File: src/rtl/bbox_pkg.sv
// Shared types and constants for the triangle bounding-box clip unit.
// Covers the FSM states, fp16 field layout and triangle word offsets.
package bbox_pkg;

    typedef enum logic [1:0] {IDLE, CONV, CLIP, OUT} state_t;

    localparam int FP16_SIGN_BIT = 15;
    localparam int FP16_EXP_MSB  = 14;
    localparam int FP16_EXP_LSB  = 10;
    localparam int FP16_MAN_MSB  = 9;
    localparam int FP16_MAN_W    = 10;
    localparam int FP16_BIAS     = 15;
    // Exponent at which the 11-bit significand is an exact integer
    localparam logic [4:0] FP16_INT_EXP = 5'(FP16_BIAS + FP16_MAN_W);

    localparam int TRI_W    = 144;
    localparam int V0_X_LSB = 128;
    localparam int V0_Y_LSB = 112;
    localparam int V1_X_LSB = 80;
    localparam int V1_Y_LSB = 64;
    localparam int V2_X_LSB = 32;
    localparam int V2_Y_LSB = 16;

    // Even steps are x coordinates, odd steps are y coordinates
    function automatic logic [7:0] coord_lsb(input logic [2:0] step);
        case (step)
            3'd0:    return 8'(V0_X_LSB);
            3'd1:    return 8'(V0_Y_LSB);
            3'd2:    return 8'(V1_X_LSB);
            3'd3:    return 8'(V1_Y_LSB);
            3'd4:    return 8'(V2_X_LSB);
            default: return 8'(V2_Y_LSB);
        endcase
    endfunction

endpackage

File: src/rtl/fp16_to_int.sv
// Combinational fp16 to signed integer converter.
// Produces saturated floor and ceil values plus a NaN flag.
module fp16_to_int
    import bbox_pkg::*;
#(
    parameter int COORD_W = 16
) (
    input  logic [15:0]               value,
    output logic signed [COORD_W-1:0] floor_int,
    output logic signed [COORD_W-1:0] ceil_int,
    output logic                      is_nan
);

    localparam logic [32:0] MAX_MAG = (33'd1 << (COORD_W - 1)) - 33'd1;

    logic        sign;
    logic [4:0]  exp_f;
    logic [9:0]  man_f;
    logic [32:0] mant;
    logic [32:0] mag;
    logic [32:0] frac_mask;
    logic [32:0] lo_mag;
    logic [32:0] hi_mag;
    logic [32:0] lo_sat;
    logic [32:0] hi_sat;
    logic        frac;

    assign sign  = value[FP16_SIGN_BIT];
    assign exp_f = value[FP16_EXP_MSB:FP16_EXP_LSB];
    assign man_f = value[FP16_MAN_MSB:0];
    assign mant  = {22'd0, 1'b1, man_f};

    // Magnitude is split into integer part and a sticky "has fraction" bit;
    // subnormals fall out naturally as magnitude 0 with a fraction.
    always_comb begin
        mag       = '0;
        frac      = 1'b0;
        frac_mask = '0;
        is_nan    = 1'b0;
        if (exp_f == 5'd31) begin
            is_nan = (man_f != 10'd0);
            mag    = MAX_MAG;
        end else if (exp_f == 5'd0) begin
            frac = (man_f != 10'd0);
        end else if (exp_f >= FP16_INT_EXP) begin
            mag = mant << (exp_f - FP16_INT_EXP);
        end else begin
            frac_mask = (33'd1 << (FP16_INT_EXP - exp_f)) - 33'd1;
            mag       = mant >> (FP16_INT_EXP - exp_f);
            frac      = |(mant & frac_mask);
        end
        lo_mag    = mag + {32'd0, frac & sign};
        hi_mag    = mag + {32'd0, frac & ~sign};
        lo_sat    = (lo_mag > MAX_MAG) ? MAX_MAG : lo_mag;
        hi_sat    = (hi_mag > MAX_MAG) ? MAX_MAG : hi_mag;
        floor_int = sign ? COORD_W'(-lo_sat) : COORD_W'(lo_sat);
        ceil_int  = sign ? COORD_W'(-hi_sat) : COORD_W'(hi_sat);
    end

endmodule

File: src/rtl/bbox_clip_unit.sv
// Triangle bounding box with viewport clipping and optional tile alignment.
// One shared converter walks the six x/y coordinates, then one clip cycle.
module bbox_clip_unit
    import bbox_pkg::*;
#(
    parameter int COORD_W   = 16,
    parameter int SCREEN_W  = 640,
    parameter int SCREEN_H  = 480,
    parameter int TILE_LOG2 = 0
) (
    input  logic                      clk,
    input  logic                      rst,
    input  logic                      in_valid,
    output logic                      in_ready,
    input  logic [TRI_W-1:0]          triangle,
    output logic                      out_valid,
    input  logic                      out_ready,
    output logic signed [COORD_W-1:0] bbox_x_min_int,
    output logic signed [COORD_W-1:0] bbox_x_max_int,
    output logic signed [COORD_W-1:0] bbox_y_min_int,
    output logic signed [COORD_W-1:0] bbox_y_max_int,
    output logic                      culled,
    output logic                      nan_err
);

    localparam logic signed [COORD_W-1:0] MAX_VAL   = {1'b0, {(COORD_W-1){1'b1}}};
    localparam logic signed [COORD_W-1:0] MINUS_ONE = '1;
    localparam logic signed [COORD_W-1:0] X_END     = COORD_W'(SCREEN_W);
    localparam logic signed [COORD_W-1:0] Y_END     = COORD_W'(SCREEN_H);
    localparam logic signed [COORD_W-1:0] X_LIM     = COORD_W'(SCREEN_W - 1);
    localparam logic signed [COORD_W-1:0] Y_LIM     = COORD_W'(SCREEN_H - 1);
    localparam logic signed [COORD_W-1:0] TILE_MASK = COORD_W'((1 << TILE_LOG2) - 1);

    state_t                      state;
    logic [2:0]                  step;
    logic [TRI_W-1:0]            tri_q;
    logic signed [COORD_W-1:0]   x_min_r, x_max_r, y_min_r, y_max_r;
    logic                        nan_r;
    logic [15:0]                 coord;
    logic signed [COORD_W-1:0]   conv_floor, conv_ceil;
    logic                        conv_nan;
    logic signed [COORD_W-1:0]   cx_min, cx_max, cy_min, cy_max;
    logic signed [COORD_W-1:0]   ax_max, ay_max;
    logic                        empty;

    // Mins stop one past the far edge so a box fully off-screen stays empty
    function automatic logic signed [COORD_W-1:0] clip_lo(
        input logic signed [COORD_W-1:0] v, input logic signed [COORD_W-1:0] lim);
        if (v[COORD_W-1]) return '0;
        if (v > lim) return lim;
        return v;
    endfunction

    function automatic logic signed [COORD_W-1:0] clip_hi(
        input logic signed [COORD_W-1:0] v, input logic signed [COORD_W-1:0] lim);
        if (v > lim) return lim;
        if (v < MINUS_ONE) return MINUS_ONE;
        return v;
    endfunction

    assign in_ready = (state == IDLE) && !rst;
    assign coord    = tri_q[coord_lsb(step) +: 16];

    fp16_to_int #(.COORD_W(COORD_W)) u_conv (
        .value     (coord),
        .floor_int (conv_floor),
        .ceil_int  (conv_ceil),
        .is_nan    (conv_nan)
    );

    // Emptiness is judged before tile widening, which only ever grows the box
    always_comb begin
        cx_min = clip_lo(x_min_r, X_END);
        cx_max = clip_hi(x_max_r, X_LIM);
        cy_min = clip_lo(y_min_r, Y_END);
        cy_max = clip_hi(y_max_r, Y_LIM);
        empty  = (cx_min > cx_max) || (cy_min > cy_max);
        ax_max = ((cx_max | TILE_MASK) > X_LIM) ? X_LIM : (cx_max | TILE_MASK);
        ay_max = ((cy_max | TILE_MASK) > Y_LIM) ? Y_LIM : (cy_max | TILE_MASK);
    end

    always_ff @(posedge clk) begin
        if (rst) begin
            state          <= IDLE;
            step           <= '0;
            tri_q          <= '0;
            x_min_r        <= MAX_VAL;
            x_max_r        <= -MAX_VAL;
            y_min_r        <= MAX_VAL;
            y_max_r        <= -MAX_VAL;
            nan_r          <= 1'b0;
            out_valid      <= 1'b0;
            bbox_x_min_int <= '0;
            bbox_x_max_int <= '0;
            bbox_y_min_int <= '0;
            bbox_y_max_int <= '0;
            culled         <= 1'b0;
            nan_err        <= 1'b0;
        end else begin
            case (state)
                IDLE: begin
                    if (in_valid) begin
                        tri_q   <= triangle;
                        x_min_r <= MAX_VAL;
                        x_max_r <= -MAX_VAL;
                        y_min_r <= MAX_VAL;
                        y_max_r <= -MAX_VAL;
                        nan_r   <= 1'b0;
                        step    <= '0;
                        state   <= CONV;
                    end
                end
                CONV: begin
                    if (!conv_nan) begin
                        if (!step[0]) begin
                            if (conv_floor < x_min_r) x_min_r <= conv_floor;
                            if (conv_ceil > x_max_r) x_max_r <= conv_ceil;
                        end else begin
                            if (conv_floor < y_min_r) y_min_r <= conv_floor;
                            if (conv_ceil > y_max_r) y_max_r <= conv_ceil;
                        end
                    end
                    nan_r <= nan_r | conv_nan;
                    step  <= step + 3'd1;
                    if (step == 3'd5) state <= CLIP;
                end
                CLIP: begin
                    bbox_x_min_int <= cx_min & ~TILE_MASK;
                    bbox_x_max_int <= ax_max;
                    bbox_y_min_int <= cy_min & ~TILE_MASK;
                    bbox_y_max_int <= ay_max;
                    culled         <= nan_r | empty;
                    nan_err        <= nan_r;
                    out_valid      <= 1'b1;
                    state          <= OUT;
                end
                OUT: begin
                    if (out_ready) begin
                        out_valid <= 1'b0;
                        state     <= IDLE;
                    end
                end
                default: state <= IDLE;
            endcase
        end
    end

endmodule

File: config.mk
export PLATFORM = sky130hd
export DESIGN_NAME = bbox_clip_unit
export DESIGN_NICKNAME = d
export VERILOG_FILES = /design/src/rtl/bbox_pkg.sv /design/src/rtl/fp16_to_int.sv /design/src/rtl/bbox_clip_unit.sv
export SDC_FILE = /design/constraint.sdc
export NUM_CORES = 1
export LEC_CHECK = 0
export BUFFER_PORTS_ARGS = -buffer_cell sky130_fd_sc_hd__buf_2
export CORE_MARGIN = 2
export CORE_UTILIZATION = 60
export DETAILED_ROUTE_END_ITERATION = 16
export GPL_ROUTABILITY_DRIVEN = 0
export PLACE_DENSITY = 0.87
export REMOVE_ABC_BUFFERS = 1
export SETUP_SLACK_MARGIN = 0.3
export SYNTH_ARGS = -nofsm -noshare
export SYNTH_HDL_FRONTEND = slang
export SYNTH_SLANG_ARGS = --single-unit
File: constraint.sdc
create_clock -name clk -period 32.3 [get_ports clk]
set_input_delay 3.23 -clock clk [delete_from_list [all_inputs] [get_ports clk]]
set_output_delay 3.23 -clock clk [all_outputs]
set_load 0.1 [all_outputs]
# After elaboration in Yosys (flattened, before gate mapping)

Index checks and enable logic that the tools add are counted.

Bitwise gates (word level): 6
$add $sub $neg: 8
Equal/unequal tests: 19
Order comparisons: 17
Reductions and logical operators: 18
Multiplexer cells: 70
Shift operators: 4

Operators with widths:

| cell                  | count |
|---|---|
| $mux 16               | 36 |
| $shiftx 144x9->16     | 1 |
| $pmux 16 s2           | 4 |
| $mux 33               | 3 |
| $add 33x1->33         | 2 |
| $gt 33x15->1 const B  | 2 |
| $gt 16x16->1          | 4 |
| $gt 16x10->1 const B  | 3 |
| $gt 16x11->1 const B  | 3 |
| $pmux 8 s5            | 1 |
| $and 11x33->33        | 1 |
| $reduce_or 33->1      | 1 |
| $shl 1x5->33 const A  | 1 |
| $shl 11x5->33         | 1 |
| $shr 11x5->33         | 1 |
| $sub 33x1->33 const B | 1 |
| $lt 16x1->1 const B   | 2 |
| $lt 16x16->1          | 2 |
| $neg 16->16           | 2 |
| $ne 2x2->1 const B    | 10 |
| $reduce_and 5->1      | 4 |
| $mux 1                | 18 |
| $reduce_bool 10->1    | 1 |
| $pmux 2 s4            | 1 |
| 26 further kinds      | 37 |

Output and inout bits: 68
Bits of input ports: 148
Register bits: 281
Logic and storage cells: 157

# Longest topological paths before layout

Gate-level depths: netlist of the first run.

Depth after elaboration: 22
Gate-level depth with buffers: 54
Gate-level depth less buffers: 47

# By module

From an unflattened synthesis of the first run, not the netlist that was laid out.

Cells, all modules: 2397
Area total of the unflattened synthesis: 18890.6 um^2

Modules (own cells, without submodules):

| module         | cells an instance | area each (um^2) | instances | sequential area each (um^2) |
|---|---|---|---|---|
| bbox_clip_unit | 1778              | 14620.3          | 1         | 5585.4 |
| fp16_to_int    | 619               | 4270.3           | 1         | 0.0 |

# Least setup slack after synthesis of the first run

No wires, ideal clock.

Kind: register -> register
From: register step[0]
To: register x_min_r[14]
Library setup time: 0.125 ns
Stages on the path, launching flop included: 49
Arrival: 10.027 ns
Period minus slack after synthesis: 10.153 ns
Data required time: 32.175 ns
Path slack: 22.147 ns
Path buffers: 6
Cell sequence: dfxtp_1 ha_1 ha_1 a211o_1 a21oi_4 a41oi_1 o22ai_4 buf_4 ha_1 clkbuf_1 or3_1 clkbuf_1 and2_1 clkbuf_1 nor2_1 nand2_1 ha_1 clkbuf_1 (+13 left out) or3_1 nor4_2 a2111oi_0 nor3_1 inv_1 ha_1 a21o_1 a21oi_1 nor2_1 nor2_1 nand3_1 a311o_1 or4b_2 o21a_1 clkbuf_1 nor2_1 nor4b_1 nor3_1

Cells in the longest elaborated chain, start to end: 21
Elaborated cells on any way between the ends: 41
Those cells by class: add/sub (5); order compare (3); eq/ne (8); shift (4); mux (14); bitwise (2); reduce/logical (5)

RTL lines:

| item                                                                   | RTL line              | source |
|---|---|---|
| start: declaration                                                     | bbox_clip_unit.sv:35  | `logic [2:0] step;` |
| start signal: assignment                                               | bbox_clip_unit.sv:124 | `step <= step + 3'd1;` |
| parallel branches: the longest is 21 deep, another holds $sub 33x1->33 | -                     |  |
| end signal: assignment                                                 | bbox_clip_unit.sv:116 | `if (conv_floor < x_min_r) x_min_r <= conv_floor;` |
| end: declaration                                                       | bbox_clip_unit.sv:37  | `logic signed [COORD_W-1:0] x_min_r, x_max_r, y_min_r, y_max_r;` |

Parallel ways; which one is timed is not known. The select of a mux whose other input is x is not followed.
A chain may end at the register's enable or synchronous reset.

# Worst setup path after layout of the first run

From: register step[0]
To: register x_min_r[12]

Same word-level chain as after synthesis.

==> results of run 1 <==
==> sequential cells by signal, summed over array words and instances, names as in the netlist <==
name            cells
bbox_y_max_int     16
out_valid           1
nan_r               1
bbox_x_min_int     15
state               2
nan_err             1
x_min_r            16
step                3
culled              1
bbox_y_min_int     15
y_min_r            16
y_max_r            16
tri_q             144
bbox_x_max_int     16
x_max_r            16
==> cell usage after synthesis (12+ instances only) <==
cell	instances	area, um2
a211oi_1	25	187.7
a21o_1	22	165.2
a21oi_1	256	1281
a22o_1	15	131.4
a22oi_1	13	97.59
a31oi_1	28	175.2
and2_1	35	219.0
buf_2	17	85.08
clkbuf_1	112	420.4
dfxtp_1	279	5585
ha_1	117	1464
inv_1	87	326.6
mux2i_1	62	620.6
mux4_2	12	270.3
nand2_1	443	1663
nand2b_1	55	344.1
nand3_1	60	300.3
nand4_1	43	269.0
nor2_1	147	551.8
nor2b_1	22	137.6
nor3_1	40	200.2
nor4_1	22	137.6
o211ai_1	35	262.8
o21a_1	20	150.1
o21ai_0	104	520.5
o221a_2	19	214.0
xnor2_1	25	219.0
==> worst min path at each step <==
stage          cells after the start                  to          startpoint  slack (ps)
6_report                           2  bbox_x_max_int[11]  bbox_x_max_int[11]         450
5_1_grt                            1   bbox_y_min_int[9]   bbox_y_min_int[9]         470
4_1_cts                            2  bbox_x_max_int[11]  bbox_x_max_int[11]         450
3_5_place_dp                       2  bbox_x_max_int[11]  bbox_x_max_int[11]         440
3_3_place_gp                       2  bbox_x_max_int[10]  bbox_x_max_int[10]         430
2_1_floorplan                      2          tri_q[115]          tri_q[115]         430
==> cells by family after synthesis <==
logic type	synth area share, %
flip-flops	29.99
other	0.02013
buffers and inverters	5.374
AO/OA/AOI/OAI	25.59
AND/OR/NAND/NOR	24.17
adder cells (fa/ha/maj)	7.859
multiplexers	5.219
XOR/XNOR	1.780
==> final cells by class <==
class | instances | area [um2]
fillers | 2424 | 9836
repair buffers | 229 | 1192
multi-input cells | 1893 | 12110
inverters | 94 | 352.8
flip-flops and latches | 279 | 5585
well taps | 396 | 495.5
clock inverters | 16 | 182.7
clock buffers | 39 | 834.6
==> tightest hold or removal path, stage by stage, from the launching register on <==
cell	delay [ps]
dfxtp_1	310
nand2_1	50
nand2_1	40
==> routing by layer <==
layer / vias to the layer above / GRT usage [%] / share of wire [%]
met5: - / 0 / 0
met4: 0 / 17.45 / 5.4
met3: 277 / 6.285 / 11
met2: 1335 / 54.75 / 46
met1: 8963 / 42.52 / 38
li1: 8915 / - / -
==> power breakdown <==
| group | internal [W] | switching, W | total (W) | leakage (nW) |
|---|---|---|---|---|
| Sequential | 0.000421 | 0.0000541 | 0.000475 | 2.28 |
| Combinational | 0.000455 | 0.000968 | 0.00142 | 6.22 |
| Clock | 0.000206 | 0.000143 | 0.000350 | 0.500 |
| Total | 0.00108 | 0.00117 | 0.00225 | 9.00 |
==> per-stage QoR <==
step / hold slack, ps / worst slack (ps) / area (um2) / utilization [%]
global route: 470.2 / 18050 / 20750 / 67.85
finish: 447.4 / 18840 / 20750 / 67.85
floorplan: 425.2 / 20580 / 18020 / -
CTS: 446.4 / 19480 / 20750 / 67.85
global placement: 432.6 / 20200 / 19740 / 64.52
detailed placement: 437.4 / 19530 / 19740 / 64.52
==> flow_summary.toml, run 1 <==
[yosys]
yosysWarnings = 0
syn_inst = 2403
ys_async_sr_fraction_pct = 0
synth_cell_types = 113
ys.flop_type = "dfxtp_1"
seq_area_frac_synth_pct = 29.99
synth_area_per_cell_um2 = 7.751
synth_edf_count = 0
synth_seq_cells = 279
syn_area_um2 = 18630

[floorplan]
core_um2 = 30590
rows = 64
die_w_um = 180.2
die_height_um = 180.2
fp.dieArea_um2 = 32470
io-pin-count = 216
start_util_pct = 60.89

[final_layout]
final_common_cell = "nand2_1"
final_cells = 2946
layout-drive-gt1-share_pct = 15.22
final_cell_mix = "nand2_1, dfxtp_1, a21oi_1, buf_2, nor2_1"
n_antenna_cell = 0
area_delta_synth_final_pct = 11.42
fin_nets = 2792

[worst_setup_path]
worstSetupStartpointType = "flip-flop"
reg2reg_depth = 42
crit_start = "step[0]"
crit_buf_inv = 4
slowest_delay_ps = 1010
worstSetupEndpointType = "flip-flop"
crit_path_top_delay_cell = "o21ai_0"
worstReg2RegEnd = "x_min_r[12]"
r2r_start = "step[0]"
cp_num_cells = 42
path_common_cell = "ha_1"
cp_top_family = "compound AO/OA/AOI/OAI gates"
worstSetupPathType = "flip-flop to flip-flop"
cp-endpoint = "x_min_r[12]"
r2r_slack_ps = 18840
crit_fanout = 30
crit_required_ps = 32770
critPathArrivalTime_ps = 13930

[placed_design]
port_buffers = 213
placed_cells = 2891
hpwl_um = 41680

[min_path]
hp-class = "flip-flop to flip-flop"

[flow_run]
max-cap-violations = 0

[grt]
overflow = 0
antenna_found_initial = 0
first_global_vias = 18225
grt_first_pass_wirelength_um = 92020
grt_usage_pct = 33.64
grt_max_degree = 104

[clock_tree]
path_clk_slew_ps = 70
htree_levels = 1
cts_hold_buffers = 0
postCtsSetupBuffers = 0
cts_sinks = 279
clock_path_buffers = 3
clockRootBuffer = "clkbuf_16"
cts_resized = 0
cts_inserted_buffers = 30
clk_latency_ps = 570
cts_tree = "built"

[sta]
maxSlewHeadroom_pct = 13.23
min_period_ps = 13460
clock_skew_ps = 27.30
max_freq_mhz = 74.31
hold_viol = 0
setup_violations = 0
rsz0062_at_grt = "false"
finalCritPeriodShare_pct = 41.66
drv_slew = 0
timing.setup.tns_ps = 0
worstMarginPinSlew_ps = 1288

[routing]
drtPass1Iterations = 6
viasPerCell = 6.616
postRouteAntennaNets = 0
routedWlPerCell_um = 19.49
drt_iter0_drc = 2556
drc = 0
vias = 19490
routed_wl_um = 57410

[run_status]
status = "complete, no violations"

[power]
power_density_nw_per_um2 = 108.3
power.leakage_nw = 8.995
totalPowerFinal_w = 0.002247
ir_drop_mv = 0.05567
(Power assumes the default switching activity.)
==> run 2, diff against run 1 <==
Settings changed: CORE_UTILIZATION 60 to 54, PLACE_DENSITY 0.87 to 0.83.
Clock period 32.3 ns to 11 ns, I/O delays scaled along.
==> run 2 against run 1 <==
  * Setup slack worse by 18000 ps
  * First-iteration DRC count down 13%
  * Critical endpoint is now y_min_r[14]
  * Sequential share of layout area down 0.89 points
  * Die area up 11%
  * Sequential power rose to 2.9 times the previous value
==> flow_summary.toml, run 2 (synthesis gave the netlist of run 1 again) <==
[worst_setup_path]
crit_path_top_delay_cell = "or4b_1"
critPathArrivalTime_ps = 10910
cp_top_family = "simple AND/OR/NAND/NOR gates"
crit_required_ps = 11440
worstSetupStartpointType = "flip-flop"
crit_buf_inv = 4
slowest_delay_ps = 560
crit_fanout = 17
r2r_start = "step[2]"
worstSetupEndpointType = "flip-flop"
path_common_cell = "ha_1"
cp-endpoint = "y_min_r[14]"
r2r_slack_ps = 530
reg2reg_depth = 44
worstSetupPathType = "flip-flop to flip-flop"
worstReg2RegEnd = "y_min_r[14]"
cp_num_cells = 44
crit_start = "step[2]"

[sta]
rsz0062_at_grt = "false"
min_period_ps = 10470
setup_violations = 0
hold_viol = 0
finalCritPeriodShare_pct = 95.22
clock_skew_ps = 20.68
max_freq_mhz = 95.48
drv_slew = 0
maxSlewHeadroom_pct = 19.38
timing.setup.tns_ps = 0
worstMarginPinSlew_ps = 1205

[power]
seq_power_share_pct = 20.2
switchingPower_w = 0.003535
ir_drop_mv = 0.2414
intPower_w = 0.003383
power_frac_clock_pct = 15.4
power.leakage_nw = 9.320
pwr-share-comb_pct = 64.5
power_density_nw_per_um2 = 322.1
switching_share_pct = 51.10
totalPowerFinal_w = 0.006918

[clock_tree]
path_clk_slew_ps = 70
cts_sinks = 279
cts_inserted_buffers = 29
htree_levels = 1
clk_latency_ps = 570
clockRootBuffer = "clkbuf_16"
clock_path_buffers = 3
cts_tree = "built"

[final_layout]
final_common_cell = "nand2_1"
regMostFlops = "tri_q"
final_cells = 3061
n_antenna_cell = 0
largest_reg_flops = 144
area_delta_synth_final_pct = 15.33
final.fill_count = 2891
multi_input_area_um2 = 12280
fin_nets = 2848
final_cell_mix = "nand2_1, dfxtp_1, a21oi_1, buf_2, nor2_1"
layout-drive-gt1-share_pct = 18.11
seq_area_um2 = 5589

[placed_design]
placed_cells = 2987
hpwl_um = 43520
port_buffers = 213

[grt]
grt_first_pass_wirelength_um = 93610
grt_usage_pct = 31.39
first_global_vias = 18622
antenna_found_initial = 0
overflow = 0
grt_max_degree = 109

[floorplan]
die_height_um = 189.7
fp.dieArea_um2 = 36000
core_um2 = 34290
start_util_pct = 54.32
rows = 68
die_w_um = 189.7
io-pin-count = 216

[routing]
postRouteAntennaNets = 0
drc = 0
routedWlPerCell_um = 19.32
viasPerCell = 6.394
routed_wl_um = 59140
vias = 19571
drtPass1Iterations = 10
drt_iter0_drc = 2226

[run_status]
status = "complete, no violations"

[min_path]
hp-class = "flip-flop to flip-flop"

[flow_run]
max-cap-violations = 0
-- run 2: through the flow --
step	setup slack (ps)	util [%]	cell area, um2	hold WS (ps)
global route	167.3	62.65	21480	465.8
finish	526.3	62.65	21480	448.7
global placement	347.8	58.62	20100	430.2
detailed placement	-300.9	58.62	20100	440.8
CTS	316.5	61.86	21210	450.6
floorplan	-723.3	-	18020	425.2
-- run 2: how the worst min path moves through the flow --
stage                                  start                 end  slack (ps)  cells past startpoint
final                      bbox_x_max_int[8]   bbox_x_max_int[8]         450                      2
after global routing      bbox_y_min_int[14]  bbox_y_min_int[14]         470                      1
after CTS                  bbox_x_max_int[8]   bbox_x_max_int[8]         450                      2
after detailed placement  bbox_y_min_int[14]  bbox_y_min_int[14]         440                      1
after global placement    bbox_x_max_int[10]  bbox_x_max_int[10]         430                      2
after floorplan                   tri_q[115]          tri_q[115]         430                      2
-- run 2: metal layers --
layer  vias up  wire length [um]  track usage, %
li1       9027                 -               -
met1      8885             22290           38.48
met2      1319             26980           52.28
met3       340              5993           5.313
met4         0              3867           17.77
met5         -                 0               0
-- run 2: cell type report --
| type | instances | share of cell area (%) |
|---|---|---|
| inverters | 94 | 1.642 |
| well taps | 455 | 2.650 |
| clock inverters | 16 | 1.095 |
| repair buffers | 285 | 7.642 |
| multi-input cells | 1894 | 57.18 |
| flip-flops and latches | 279 | 26.02 |
| clock buffers | 38 | 3.768 |
-- run 2: timing repair --
item | in CTS | in global routing
setup endpoints to repair | 28 | 52
setup buffers | 3 | 16
gates resized for setup | 11 | 30
hold buffers | 0 | 0
cloned | 1 | 0
pin swaps | 4 | 6
-- run 2: worst register-to-register path, delay by kind of cell, from the launching register on --
kind / cells / cell delay [ps]
AND/OR/NAND/NOR: 20 / 4170
adder cells (fa/ha/maj): 6 / 1600
flip-flops: 1 / 430
buffers and inverters: 4 / 600
XOR/XNOR: 3 / 590
AO/OA/AOI/OAI: 11 / 2930
-- run 2: power by group through the flow --
stage,sequential (W),clock (W),combinational (W)
floorplan,0.00177,0,0.00269
global placement,0.00140,0,0.00399
detailed placement,0.00141,0,0.00414
CTS,0.00139,0.00108,0.00421
global route,0.00141,0.00112,0.00479
finish,0.00139,0.00106,0.00446
